[src/rtl/keypad_scanner_if.sv]
// Keypad-side and consumer-side signals of the matrix keypad scanner.
// master = the scanner itself, slave = the keypad/consumer side.
interface keypad_scanner_if;
  logic [3:0] key_col;
  logic [3:0] key_row;
  logic [3:0] key_code;
  logic       key_valid;
  logic       key_held;

  modport master (
    input  key_col,
    output key_row,
    output key_code,
    output key_valid,
    output key_held
  );

  modport slave (
    output key_col,
    input  key_row,
    input  key_code,
    input  key_valid,
    input  key_held
  );
endinterface

[src/rtl/keypad_scanner.sv]
// 4x4 active-low matrix keypad scanner: row-by-row scan, frame-level
// debounce, one key_valid pulse per accepted press.
module keypad_scanner #(
  parameter int SCAN_DIV        = 25,
  parameter int DEBOUNCE_FRAMES = 2
) (
  input  logic              clk_10000Hz,
  input  logic              reset,
  keypad_scanner_if.master  bus
);

  localparam int DW = $clog2(SCAN_DIV);
  localparam int CW = $clog2(DEBOUNCE_FRAMES + 1);
  localparam logic [DW-1:0] LastDwell   = DW'(SCAN_DIV - 1);
  localparam logic [CW-1:0] CountTarget = CW'(DEBOUNCE_FRAMES);

  typedef enum logic [1:0] {
    IDLE     = 2'd0,
    DEBOUNCE = 2'd1,
    PRESSED  = 2'd2,
    RELEASE  = 2'd3
  } state_t;

  logic [3:0]    r_sync1;
  logic [3:0]    r_sync2;
  logic [DW-1:0] r_dwell;
  logic [1:0]    r_rowIdx;
  logic [3:0]    r_keyRow;

  logic          r_accFound;
  logic          r_accMulti;
  logic [3:0]    r_accKey;

  state_t        r_state;
  logic [3:0]    r_cand;
  logic [CW-1:0] r_count;
  logic [3:0]    r_keyCode;
  logic          r_keyValid;
  logic          r_keyHeld;

  logic          w_sample;
  logic          w_frameEnd;
  logic [1:0]    w_nextRow;
  logic          w_rowOne;
  logic          w_rowMulti;
  logic [1:0]    w_col;
  logic          w_frameFound;
  logic          w_frameMulti;
  logic [3:0]    w_frameKey;
  logic          w_single;
  logic          w_none;
  logic          w_anyKey;
  logic [CW-1:0] w_countNext;
  logic          w_countDone;

  assign w_sample   = (r_dwell == LastDwell);
  assign w_frameEnd = w_sample && (r_rowIdx == 2'd3);
  assign w_nextRow  = r_rowIdx + 2'd1;

  // Synchronizer and row scan; key_row is registered alongside row_idx.
  always_ff @(posedge clk_10000Hz or negedge reset) begin
    if (!reset) begin
      r_sync1  <= 4'b1111;
      r_sync2  <= 4'b1111;
      r_dwell  <= '0;
      r_rowIdx <= 2'd0;
      r_keyRow <= 4'b1110;
    end else begin
      r_sync1 <= bus.key_col;
      r_sync2 <= r_sync1;
      if (w_sample) begin
        r_dwell  <= '0;
        r_rowIdx <= w_nextRow;
        r_keyRow <= ~(4'b0001 << w_nextRow);
      end else begin
        r_dwell <= r_dwell + DW'(1);
      end
    end
  end

  always_comb begin
    w_rowOne   = 1'b0;
    w_rowMulti = 1'b0;
    w_col      = 2'd0;
    case (~r_sync2)
      4'b0000: w_rowOne = 1'b0;
      4'b0001: begin w_rowOne = 1'b1; w_col = 2'd0; end
      4'b0010: begin w_rowOne = 1'b1; w_col = 2'd1; end
      4'b0100: begin w_rowOne = 1'b1; w_col = 2'd2; end
      4'b1000: begin w_rowOne = 1'b1; w_col = 2'd3; end
      default: w_rowMulti = 1'b1;
    endcase
  end

  // A key in a second row makes the whole frame MULTI.
  assign w_frameFound = r_accFound | w_rowOne;
  assign w_frameMulti = r_accMulti | w_rowMulti | (r_accFound & w_rowOne);
  assign w_frameKey   = w_rowOne ? {r_rowIdx, w_col} : r_accKey;

  assign w_single = w_frameEnd & w_frameFound & ~w_frameMulti;
  assign w_none   = w_frameEnd & ~w_frameFound & ~w_frameMulti;
  assign w_anyKey = w_frameEnd & (w_frameFound | w_frameMulti);

  always_ff @(posedge clk_10000Hz or negedge reset) begin
    if (!reset) begin
      r_accFound <= 1'b0;
      r_accMulti <= 1'b0;
      r_accKey   <= 4'd0;
    end else if (w_frameEnd) begin
      r_accFound <= 1'b0;
      r_accMulti <= 1'b0;
      r_accKey   <= 4'd0;
    end else if (w_sample) begin
      r_accFound <= w_frameFound;
      r_accMulti <= w_frameMulti;
      r_accKey   <= w_frameKey;
    end
  end

  assign w_countNext = r_count + CW'(1);
  assign w_countDone = (w_countNext == CountTarget);

  // Debounce FSM, stepped only at frame end; all outputs registered.
  always_ff @(posedge clk_10000Hz or negedge reset) begin
    if (!reset) begin
      r_state    <= IDLE;
      r_cand     <= 4'd0;
      r_count    <= '0;
      r_keyCode  <= 4'd0;
      r_keyValid <= 1'b0;
      r_keyHeld  <= 1'b0;
    end else begin
      r_keyValid <= 1'b0;
      case (r_state)
        IDLE: begin
          if (w_single) begin
            r_cand <= w_frameKey;
            if (DEBOUNCE_FRAMES == 1) begin
              r_state    <= PRESSED;
              r_count    <= '0;
              r_keyCode  <= w_frameKey;
              r_keyValid <= 1'b1;
              r_keyHeld  <= 1'b1;
            end else begin
              r_state <= DEBOUNCE;
              r_count <= CW'(1);
            end
          end
        end
        DEBOUNCE: begin
          if (w_single && (w_frameKey == r_cand)) begin
            if (w_countDone) begin
              r_state    <= PRESSED;
              r_count    <= '0;
              r_keyCode  <= r_cand;
              r_keyValid <= 1'b1;
              r_keyHeld  <= 1'b1;
            end else begin
              r_count <= w_countNext;
            end
          end else if (w_single) begin
            r_cand  <= w_frameKey;
            r_count <= CW'(1);
          end else if (w_frameEnd) begin
            r_state <= IDLE;
            r_count <= '0;
          end
        end
        PRESSED: begin
          if (w_none) begin
            if (DEBOUNCE_FRAMES == 1) begin
              r_state   <= IDLE;
              r_count   <= '0;
              r_keyHeld <= 1'b0;
            end else begin
              r_state <= RELEASE;
              r_count <= CW'(1);
            end
          end
        end
        RELEASE: begin
          if (w_none) begin
            if (w_countDone) begin
              r_state   <= IDLE;
              r_count   <= '0;
              r_keyHeld <= 1'b0;
            end else begin
              r_count <= w_countNext;
            end
          end else if (w_anyKey) begin
            r_state <= PRESSED;
            r_count <= '0;
          end
        end
        default: begin
          r_state <= IDLE;
          r_count <= '0;
        end
      endcase
    end
  end

  assign bus.key_row   = r_keyRow;
  assign bus.key_code  = r_keyCode;
  assign bus.key_valid = r_keyValid;
  assign bus.key_held  = r_keyHeld;

endmodule
[src/flat_wrapper.sv]
// flat-port wrapper written by rule: the top's interface ports become plain ports
module keypad_scanner_flat 
#(
  parameter int SCAN_DIV        = 25,
  parameter int DEBOUNCE_FRAMES = 2
)
  (clk_10000Hz, reset, bus_key_col, bus_key_row, bus_key_code, bus_key_valid, bus_key_held);
  keypad_scanner_if bus_i ();
  input  logic clk_10000Hz;
  input  logic reset;
  input wire logic [$bits(bus_i.key_col)-1:0] bus_key_col;
  output wire logic [$bits(bus_i.key_row)-1:0] bus_key_row;
  output wire logic [$bits(bus_i.key_code)-1:0] bus_key_code;
  output wire logic [$bits(bus_i.key_valid)-1:0] bus_key_valid;
  output wire logic [$bits(bus_i.key_held)-1:0] bus_key_held;
  assign bus_i.key_col = bus_key_col;
  assign bus_key_row = bus_i.key_row;
  assign bus_key_code = bus_i.key_code;
  assign bus_key_valid = bus_i.key_valid;
  assign bus_key_held = bus_i.key_held;
  keypad_scanner #(.SCAN_DIV(SCAN_DIV), .DEBOUNCE_FRAMES(DEBOUNCE_FRAMES)) u_core (.clk_10000Hz(clk_10000Hz), .reset(reset), .bus(bus_i));
endmodule
[config.mk]
export PLATFORM = sky130hd
export DESIGN_NAME = keypad_scanner_flat
export DESIGN_NICKNAME = d
export VERILOG_FILES = /design/src/rtl/keypad_scanner_if.sv /design/src/rtl/keypad_scanner.sv /design/src/flat_wrapper.sv
export SDC_FILE = /design/constraint.sdc
export NUM_CORES = 1
export LEC_CHECK = 0
export CAP_MARGIN = 0
export CORE_ASPECT_RATIO = 0.7
export CORE_MARGIN = 5
export CORE_UTILIZATION = 25
export CTS_CLUSTER_SIZE = 40
export DETAILED_ROUTE_END_ITERATION = 12
export PLACE_DENSITY = 0.46
export REMOVE_ABC_BUFFERS = 1
export SETUP_SLACK_MARGIN = 0.3
export SLEW_MARGIN = 20
export SYNTH_ARGS = -nofsm -noshare
export SYNTH_HDL_FRONTEND = slang
export SYNTH_SLANG_ARGS = --single-unit
[constraint.sdc]
create_clock -name clk_10000Hz -period 2.25 [get_ports clk_10000Hz]
set_clock_uncertainty 0.05 [all_clocks]
set_input_delay 0.675 -clock clk_10000Hz [delete_from_list [all_inputs] [get_ports clk_10000Hz]]
set_output_delay 0.675 -clock clk_10000Hz [all_outputs]
set_load 0.02 [all_outputs]
==> run summary <==
Status - finished, final reports clean
Top cells by area, synth - dfrtp_1 (34%), dfstp_2 (14%), ha_1 (3.7%), o21ai_0 (3.2%), mux2_4 (2.9%)
DR vias/cell - 4.55
Starting density of the core - 0.258
Final instance area - 0.00281 mm^2
Slowest stage cell, crit path - dfstp_2
Max frequency - 455 MHz
Die Span Y - 85.8 um
WP data required - 2.36 ns
DR WL/cell - 14.0 um
Initial antenna violation count - 0
Syn_area_per_cell - 11.5 um^2
Arr. time, crit path - 2.31 ns
HPWL Detailed - 3.01 mm
RSZ-0062 raised after global routing - true
Max Slew Vio Count - 0
First-pass DRT Iterations - 5
# placed instances - 301
Ports - 16
PD cells - 588 mW/mm^2
Clock root buffer - clkbuf_16
Dpl ws - 0.00991 ns
Detail Route Antenna Nets - 0
Setup-failing EPs final - 0
Critical setup path kind - reg -> reg
CTS buffer count - 5
Clock sinks - 39
Die width - 118 um
Clk_lat worst skew - 0.28 ns
DR DRC count - 0
Post-synth top cells - dfrtp_1 (28), nand2_1 (16), o21ai_0 (13)
Register bit total from synthesis - 39
Max stage delay on crit path - 0.60 ns
Min Tclk post-route - 2.20 ns
# hold bufs at CTS - 0
Syn-to-layout area delta - 37.0%
Reg2reg end - u_core.bus.key_code[0]
Vias in the first global route - 1438
Final std cells w/o fill - 328
Top cell type's share of synthesized area - 0.342
Crit share post-route - 0.977
First-pass GRT wire length - 7.52 mm
Max_cap viols - 0
Fin. Hold Viols - 0
Worst r2r path cells - 8
GP Congestion - 0.758
Post-synth top area cell - dfrtp_1
Crit end category - register
Hold Crit Class - in -> async
Compound-Gate Fraction of Synth Area - 0.169
Clock transition at the registers of the reported paths - 0.06 ns
CP Launch Type - register
Tot GR Track Use - 0.0917
Port Buffers - 15
FFs w/ async S/R, synth - 1.00
Total of warnings raised by yosys - 0
Deepest clock path buffer count - 2
Worst path cell trace - buf_4 -> nor2_1 -> o21a_1 -> o22a_1 -> xor2_1 -> nor2_2 -> nand4_4 -> mux2_4
Unique masters post-synth - 59
Core Region - 0.00794 mm^2
Top FF cell, synth - dfrtp_1
Synthesized area - 0.00205 mm^2
Setup tns final - 0 ns
H-tree levels - 2
Via count - 1493
Max FO, Critical Path - 6
Rel. slew slack - 0.682
Routed wire length - 4.61 mm
Post-Synth Simple-Gate Area - 0.153
Row count - 27
Combinational family with the most area after synthesis - compound AO/OA/AOI/OAI gates
Nets - 238
Worst setup margin - 0.0520 ns
CTS tree - yes
Largest net degree at the start of global routing - 23
Initial DRC count - 85
Leak - 1.26 nW
Die area - 0.0101 mm^2
EDFF count, synth - 0
Worst-Margin Slew - 0.478 ns
Layout cells sized above 1 - 0.392
Cell count after synthesis - 179
Placement-stage cell area - 0.00238 mm^2
Multiplexer share of the synthesized area - 0.0616
Antenna Cells - 0
XOR/XNOR Fraction of Synth Area - 0.0458
Count leader, synth - dfrtp_1
Post-layout util - 0.354
Adder-cell share of the synthesized area - 0.0470
Reg-to-reg startpoint - u_core.r_sync2[0]
Max VDD drop - 0.294 mV
Grt ovf - 0
Sequential fraction of the synthesis area - 0.483
R2r setup slk - 0.05 ns
metal layers:
metal / GRT usage / routed length (um)
met2: 0.125 / 1850
met3: 0.0250 / 202
met5: 0 / 0
met4: 0.0177 / 23
met1: 0.143 / 2530
metrics by stage:
step	hold slack [ns]	total power [mW]
floorplan	0.295	0.816
global placement	0.295	0.876
detailed placement	0.297	0.876
CTS	0.306	1.67
global route	0.308	1.73
finish	0.302	1.65
repair_timing:
action / in CTS / in global routing
pin swaps: 7 / 7
endpoints found under the hold margin: 0 / 0
setup buffers: 15 / 4
resized for setup: 29 / 16
endpoints found under the setup margin: 23 / 15
gates cloned: 0 / 0
area by class of cell:
| type | instances | area [um^2] |
|---|---|---|
| inverters | 9 | 33.8 |
| clock buffers | 8 | 156 |
| multi-input cells | 124 | 1090 |
| fillers | 781 | 5130 |
| flip-flops and latches | 39 | 990 |
| well taps | 101 | 126 |
| repair buffers | 47 | 409 |
worst max-delay path: cells and delay by family, from the launching register on:
family	cells	cell delay, ns
AND/OR/NAND/NOR	3	0.43
flip-flops	1	0.60
XOR/XNOR	1	0.16
AO/OA/AOI/OAI	2	0.36
multiplexers	1	0.34
buffers and inverters	1	0.15
report_power, final:
group	total, mW	switching, mW	internal (mW)
Combinational	0.178	0.0885	0.0896
Sequential	0.732	0.0111	0.721
Clock	0.743	0.271	0.472
Total	1.65	0.370	1.28
sequential cells by signal, summed over array words and instances (netlist names):
signal and cells:
u_core.bus.key_held 1, u_core.r_accFound 1, u_core.r_dwell 5, u_core.r_sync1 4, u_core.r_accMulti 1, u_core.r_cand 4
u_core.bus.key_valid 1, u_core.bus.key_code 4, u_core.r_sync2 4, u_core.r_rowIdx 2, u_core.bus.key_row 4, u_core.r_state 2
u_core.r_accKey 4, u_core.r_count 2
how the worst max path moves through the flow:
stage	start	endpoint	slack, ns	cells after the start
detailed placement	u_core.r_sync2[2]	u_core.bus.key_code[3]	0.01	7
finish	u_core.r_sync2[0]	u_core.bus.key_code[0]	0.05	8
CTS	u_core.r_sync2[2]	u_core.bus.key_code[0]	0.08	7
global route	u_core.r_sync2[3]	u_core.bus.key_code[0]	-0.04	8
floorplan	u_core.r_dwell[0]	u_core.bus.key_code[0]	-0.17	8
global placement	u_core.r_sync2[2]	u_core.bus.key_code[3]	0.04	7
layout by cell type (no fill, tap or decap), types with 3 or more instances in the layout:
cell type,count
nand2b_1,4
dlygate4sd2_1,9
inv_1,9
clkbuf_16,5
dfstp_2,11
clkdlybuf4s50_1,4
ha_1,5
mux2_4,8
a21oi_1,3
xnor2_1,3
nand2_1,14
buf_4,24
dfrtp_1,28
buf_6,6
o21ai_0,12
a22o_1,4
nor2_1,9
logic make-up (layout without fill, tap and decap cells):
family | Yosys count | count (layout)
flops | 39 | 39
fa+ha+maj | 8 | 8
simple gates | 52 | 52
xor+xnor | 9 | 9
buf+inv | 16 | 64
mux | 10 | 10
compound gates | 45 | 45
Power figures use the tool's default switching activity.
